$ cat config.mk
export PLATFORM = sky130hd
export DESIGN_NAME = uart_mem_dump
export DESIGN_NICKNAME = d
export VERILOG_FILES = /design/src/rtl/uart_pkg.sv /design/src/rtl/uart_tx_serializer.sv /design/src/rtl/uart_mem_dump.sv
export SDC_FILE = /design/constraint.sdc
export NUM_CORES = 1
export LEC_CHECK = 0
export ABC_CLOCK_PERIOD_IN_PS = 3500
export CORE_UTILIZATION = 45
export DETAILED_ROUTE_END_ITERATION = 7
export PLACE_DENSITY = 0.7
export SYNTH_ARGS = -nofsm -noshare
export SYNTH_HDL_FRONTEND = slang
export SYNTH_SLANG_ARGS = --single-unit
export TNS_END_PERCENT = 50
$ cat constraint.sdc
create_clock -name clk -period 3.5 [get_ports clk]
set_input_delay 0.7 -clock clk [delete_from_list [all_inputs] [get_ports clk]]
set_output_delay 0.7 -clock clk [all_outputs]
set_load 0.005 [all_outputs]
$ cat src/rtl/uart_pkg.sv
// Shared UART definitions: dump engine state encoding, 8N1 frame constants
// and a helper that assembles a frame from one data byte.
package uart_pkg;

   typedef enum logic [2:0] {
      IDLE,
      READ,
      LOAD,
      SEND,
      FINISH
   } dump_state_t;

   localparam int   UART_FRAME_BITS = 10;
   localparam logic UART_IDLE_LEVEL = 1'b1;

   // Start bit in bit 0 so the frame can be shifted out LSB first.
   function automatic logic [UART_FRAME_BITS-1:0] uartFrame(input logic [7:0] data);
      return {UART_IDLE_LEVEL, data, 1'b0};
   endfunction

endpackage

$ cat src/rtl/uart_tx_serializer.sv
// 8N1 UART transmitter: a one-cycle tx_go loads a byte and the frame is
// shifted out LSB first, each bit held for CLKS_PER_BIT clock cycles.
module uart_tx_serializer
   import uart_pkg::*;
#(
   parameter int CLKS_PER_BIT = 104
) (
   input  logic       clk,
   input  logic       reset,
   input  logic       tx_go,
   input  logic [7:0] tx_data,
   output logic       tx,
   output logic       tx_busy,
   output logic       tx_done
);

   localparam int CW = (CLKS_PER_BIT > 1) ? $clog2(CLKS_PER_BIT) : 1;
   localparam logic [CW-1:0] BAUD_LAST = CW'(CLKS_PER_BIT - 1);
   localparam logic [3:0]    LAST_BIT  = 4'(UART_FRAME_BITS - 1);

   logic [CW-1:0]              baudCnt_q, baudCnt_d;
   logic [3:0]                 bitIdx_q, bitIdx_d;
   logic [UART_FRAME_BITS-1:0] shiftReg_q, shiftReg_d;
   logic                       tx_q, tx_d;
   logic                       busy_q, busy_d;
   logic                       bitEnd;

   always_ff @(posedge clk) begin
      if (reset) begin
         baudCnt_q  <= '0;
         bitIdx_q   <= '0;
         shiftReg_q <= '0;
         tx_q       <= UART_IDLE_LEVEL;
         busy_q     <= 1'b0;
      end else begin
         baudCnt_q  <= baudCnt_d;
         bitIdx_q   <= bitIdx_d;
         shiftReg_q <= shiftReg_d;
         tx_q       <= tx_d;
         busy_q     <= busy_d;
      end
   end

   // The line is driven from a register, so the start bit appears the cycle after tx_go.
   always_comb begin
      baudCnt_d  = baudCnt_q;
      bitIdx_d   = bitIdx_q;
      shiftReg_d = shiftReg_q;
      tx_d       = tx_q;
      busy_d     = busy_q;
      bitEnd     = busy_q && (baudCnt_q == BAUD_LAST);
      tx_done    = bitEnd && (bitIdx_q == LAST_BIT);

      if (!busy_q) begin
         if (tx_go) begin
            shiftReg_d = uartFrame(tx_data);
            tx_d       = 1'b0;
            baudCnt_d  = '0;
            bitIdx_d   = '0;
            busy_d     = 1'b1;
         end
      end else if (bitEnd) begin
         baudCnt_d = '0;
         if (bitIdx_q == LAST_BIT) begin
            busy_d = 1'b0;
            tx_d   = UART_IDLE_LEVEL;
         end else begin
            bitIdx_d   = bitIdx_q + 4'd1;
            shiftReg_d = {UART_IDLE_LEVEL, shiftReg_q[UART_FRAME_BITS-1:1]};
            tx_d       = shiftReg_q[1];
         end
      end else begin
         baudCnt_d = baudCnt_q + CW'(1);
      end
   end

   assign tx      = tx_q;
   assign tx_busy = busy_q;

endmodule

$ cat src/rtl/uart_mem_dump.sv
// Memory-to-UART dump engine: streams a contiguous (wrapping) byte range
// from a 1-cycle-latency synchronous memory out as 8N1 frames.
module uart_mem_dump
   import uart_pkg::*;
#(
   parameter int CLKS_PER_BIT = 104,
   parameter int ADDR_W       = 9
) (
   input  logic              clk,
   input  logic              reset,
   input  logic              start,
   input  logic [ADDR_W-1:0] base_addr,
   input  logic [ADDR_W:0]   length,
   output logic              busy,
   output logic              done,
   output logic [ADDR_W-1:0] mem_ra,
   input  logic [7:0]        mem_rd,
   output logic              tx
);

   dump_state_t       state_q, state_d;
   logic [ADDR_W-1:0] addr_q, addr_d;
   logic [ADDR_W:0]   remaining_q, remaining_d;
   logic              txGo;
   logic              txBusy;
   logic              txDone;

   uart_tx_serializer #(
      .CLKS_PER_BIT(CLKS_PER_BIT)
   ) u_serializer (
      .clk    (clk),
      .reset  (reset),
      .tx_go  (txGo),
      .tx_data(mem_rd),
      .tx     (tx),
      .tx_busy(txBusy),
      .tx_done(txDone)
   );

   always_ff @(posedge clk) begin
      if (reset) begin
         state_q     <= IDLE;
         addr_q      <= '0;
         remaining_q <= '0;
      end else begin
         state_q     <= state_d;
         addr_q      <= addr_d;
         remaining_q <= remaining_d;
      end
   end

   // addr_q doubles as the memory read address; it only moves between frames,
   // so the memory output stays stable while the serializer owns the byte.
   always_comb begin
      state_d     = state_q;
      addr_d      = addr_q;
      remaining_d = remaining_q;
      txGo        = 1'b0;
      busy        = 1'b0;
      done        = 1'b0;

      unique case (state_q)
         IDLE: begin
            if (start) begin
               if (length != '0) begin
                  addr_d      = base_addr;
                  remaining_d = length;
                  state_d     = READ;
               end else begin
                  state_d = FINISH;
               end
            end
         end
         READ: begin
            busy = 1'b1;
            if (!txBusy) begin
               state_d = LOAD;
            end
         end
         LOAD: begin
            busy        = 1'b1;
            txGo        = 1'b1;
            remaining_d = remaining_q - (ADDR_W+1)'(1);
            state_d     = SEND;
         end
         SEND: begin
            busy = 1'b1;
            if (txDone) begin
               if (remaining_q != '0) begin
                  addr_d  = addr_q + ADDR_W'(1);
                  state_d = READ;
               end else begin
                  state_d = FINISH;
               end
            end
         end
         FINISH: begin
            done    = 1'b1;
            state_d = IDLE;
         end
         default: begin
            state_d = IDLE;
         end
      endcase
   end

   assign mem_ra = addr_q;

endmodule

==> summary.md <==
| Metric | Value |
|---|---|
| Post-synth EDFFs | 0 |
| Ys flop type | dfxtp_1 |
| Crit-path cells | nand4_1, o41ai_2, and3_1, nor2_1, a311oi_2 |
| Area grow syn2layout | 22.3% |
| Leakage | 0.00103 uW |
| Row count | 26 |
| Mean post-synth cell area | 7.77 um2 |
| WL/cell | 13.0 um |
| ANT nets after route | 0 |
| Class of the worst hold path | reg2reg |
| Yosys warns | 0 |
| FF+latch count, synth | 44 |
| IO Count | 42 |
| Drt drc | 0 |
| Async set-reset flop share out of synthesis | 0 |
| Grt ovf | 0 |
| Die ar. | 5720 um2 |
| CTS tree | done |
| Via count | 2357 |
| IO Port Bufs | 41 |
| Sequential element share of the synthesized area | 0.361 |
| Pre-CTS setup slack | 0.798 ns |
| Max-slew violation count | 0 |
| Chip Height | 75.6 um |
| Post-CTS Setup Bufs | 0 |
| Critical setup path kind | reg2reg |
| DP Cell Count | 411 |
| Fmax | 390 MHz |
| 1st-pass router iterations | 5 |
| Max stage delay cell, worst path | dfxtp_1 |
| Tot Pwr | 1400 uW |
| Antenna violations before repair | 0 |
| Post-Route WL | 5440 um |
| CP Launch Type | flop |
| Largest net degree at the start of global routing | 22 |
| Tcrit/Tclk final | 0.732 |
| PostCTS Resize Cnt | 0 |
| Max-Cap Viols | 0 |
| Vias per cell | 5.63 |
| Root Driver | clkbuf_8 |
| Arr. time, crit path | 2.76 ns |
| VDD IR max | 259 uV |
| First-pass GRT wire length | 9250 um |
| Clock Skew | 0.00540 ns |
| Skew-Pair Late Insertion Delay | 0.29 ns |
| # H-tree levels | 2 |
| Max_slew headroom | 0.429 |
| Mapped Cells | 314 |
| Final setup viols | 0 |
| Hold Buf Count CTS | 0 |
| Final WS setup | 0.936 ns |
| PwrDens | 469 nW/um2 |
| Tightest Pin Transition | 0.855 ns |
| Synthesized cell area | 2440 um2 |
| GRT Util Overall | 0.208 |
| Min Tclk post-route | 2.56 ns |
| Core area | 5170 um2 |
| Fin util | 0.577 |
| Fin nets | 383 |
| CTS Sinks | 44 |
| Worst-case clock buffer depth | 2 |
| Critical path fanouts, max | 21 |
| Iter 0 DRT Violations | 131 |
| Vias in the first global route | 2140 |
| Fin cells | 419 |
| Fin Setup TNS | 0 ns |
| Mapped Nets | 349 |
| CTS buffer count | 5 |
| Share of cells above drive strength 1 | 0.0602 |
| RePlAce Congestion | 0.867 |
| RSZ-0062 raised after global routing | no |
| Dpl hpwl | 3960 um |
| ANT cells | 0 |
| Initial Utilization | 0.472 |
| Worst-path clk slew | 0.08 ns |
| Fin. Hold Viols | 0 |
| Chip Width | 75.6 um |
| Status | finished, final reports clean |
| Critical Path RT | 3.70 ns |
| Synth unique cells | 51 |
| Critical path capture point type | flop |
| Slowest stage delay, CP | 0.88 ns |
[power breakdown]
part | internal, uW | switching (uW) | total, uW
clock | 158 | 167 | 324
sequential | 561 | 83.7 | 645
combinational | 210 | 219 | 429
[worst paths after layout]
| kind | from | end | slack (ns) | cells after the start |
|---|---|---|---|---|
| setup reg to reg | u_serializer.tx_busy | mem_ra[1] | 0.94 | 5 |
| setup / recovery | u_serializer.tx_busy | mem_ra[1] | 0.94 | 5 |
| hold / removal | u_serializer.shiftReg_q[9] | u_serializer.shiftReg_q[9] | 0.45 | 2 |
| hold reg to reg | u_serializer.shiftReg_q[9] | u_serializer.shiftReg_q[9] | 0.45 | 2 |
[metrics by stage]
step           cell area [um2]  hold slack (ns)
6_report                  2980            0.451
5_1_grt                   2980            0.503
4_1_cts                   2980            0.451
3_5_place_dp              2890            0.438
3_3_place_gp              2890            0.433
2_1_floorplan             2440            0.425
[placed cells by master (no fill, tap or decap), types with 2 or more instances in the layout]
cell type and instances:
nor2_1 49, dfxtp_1 44, clkdlybuf4s50_1 41, a21oi_1 40
nand2_1 23, o21ai_0 14, nor3_1 14, nand3_1 10
a211oi_1 9, nand2b_1 8, mux2i_1 8, inv_1 7
nand4_1 6, clkbuf_8 6, nand3b_1 5, ha_1 5
buf_4 5, and2_1 3, nor3b_1 3, a31oi_1 3
nor4_1 3, o32ai_1 3, and4_1 2, o21a_1 2
a22oi_1 2, and3b_1 2, o22ai_1 2, xor2_1 2
o221ai_1 2, nand4b_1 2, a311oi_2 2, clkinv_2 2
[cell usage after synthesis, drive strengths merged (3+ instances only)]
cell | number | area [um2]
a211oi | 10 | 80.1
a311oi | 3 | 38.8
dfxtp | 44 | 881
nand2 | 23 | 86.3
inv | 7 | 26.3
o21ai | 14 | 70.1
clkbuf | 14 | 52.6
nand4 | 6 | 37.5
mux2i | 8 | 80.1
buf | 5 | 31.3
nor3 | 14 | 70.1
and2 | 3 | 18.8
o32ai | 3 | 26.3
a31oi | 3 | 18.8
nand2b | 8 | 50.1
a21oi | 41 | 209
nor3b | 3 | 22.5
nand3 | 10 | 50.1
nor2 | 49 | 184
nand3b | 5 | 37.5
ha | 5 | 62.6
nor4 | 3 | 18.8
[cell families (layout without fill, tap and decap cells)]
logic type | Yosys count | in the layout | synth area share
XOR/XNOR | 3 | 3 | 0.0108
AO/OA/AOI/OAI | 90 | 90 | 0.237
buffers and inverters | 26 | 61 | 0.0451
AND/OR/NAND/NOR | 138 | 138 | 0.287
multiplexers | 8 | 8 | 0.0328
flip-flops | 44 | 44 | 0.361
adder cells (fa/ha/maj) | 5 | 5 | 0.0256
[area by class of cell]
type	instances	area, um2
clock buffer	6	82.6
clock inverter	2	10.0
fill	489	2190
inverter	7	26.3
multi-input combinational	244	1450
sequential	44	881
tap	70	87.6
timing repair buffer	46	448
[state kept, by name, summed over array words and instances (netlist names)]
signal and cells:
remaining_q 10, mem_ra 9, u_serializer.shiftReg_q 9, u_serializer.baudCnt_q 7, u_serializer.bitIdx_q 4, state_q 3
u_serializer.tx 1, u_serializer.tx_busy 1
[per-layer routing]
metal	part of all wire	global-route usage	up-vias	wire length, um
met5	0	0	-	0
li1	-	-	1211	-
met2	0.49	0.362	52	2650
met3	0.039	0.0423	2	213
met4	0.0039	0.0576	0	21
met1	0.47	0.261	1092	2550
[worst max-delay path: cells and delay by family (launching register included)]
family          cells  cell delay [ns]
compound gates      2             0.66
simple gates        3             0.92
flops               1             0.88
(Power assumes the default switching activity.)
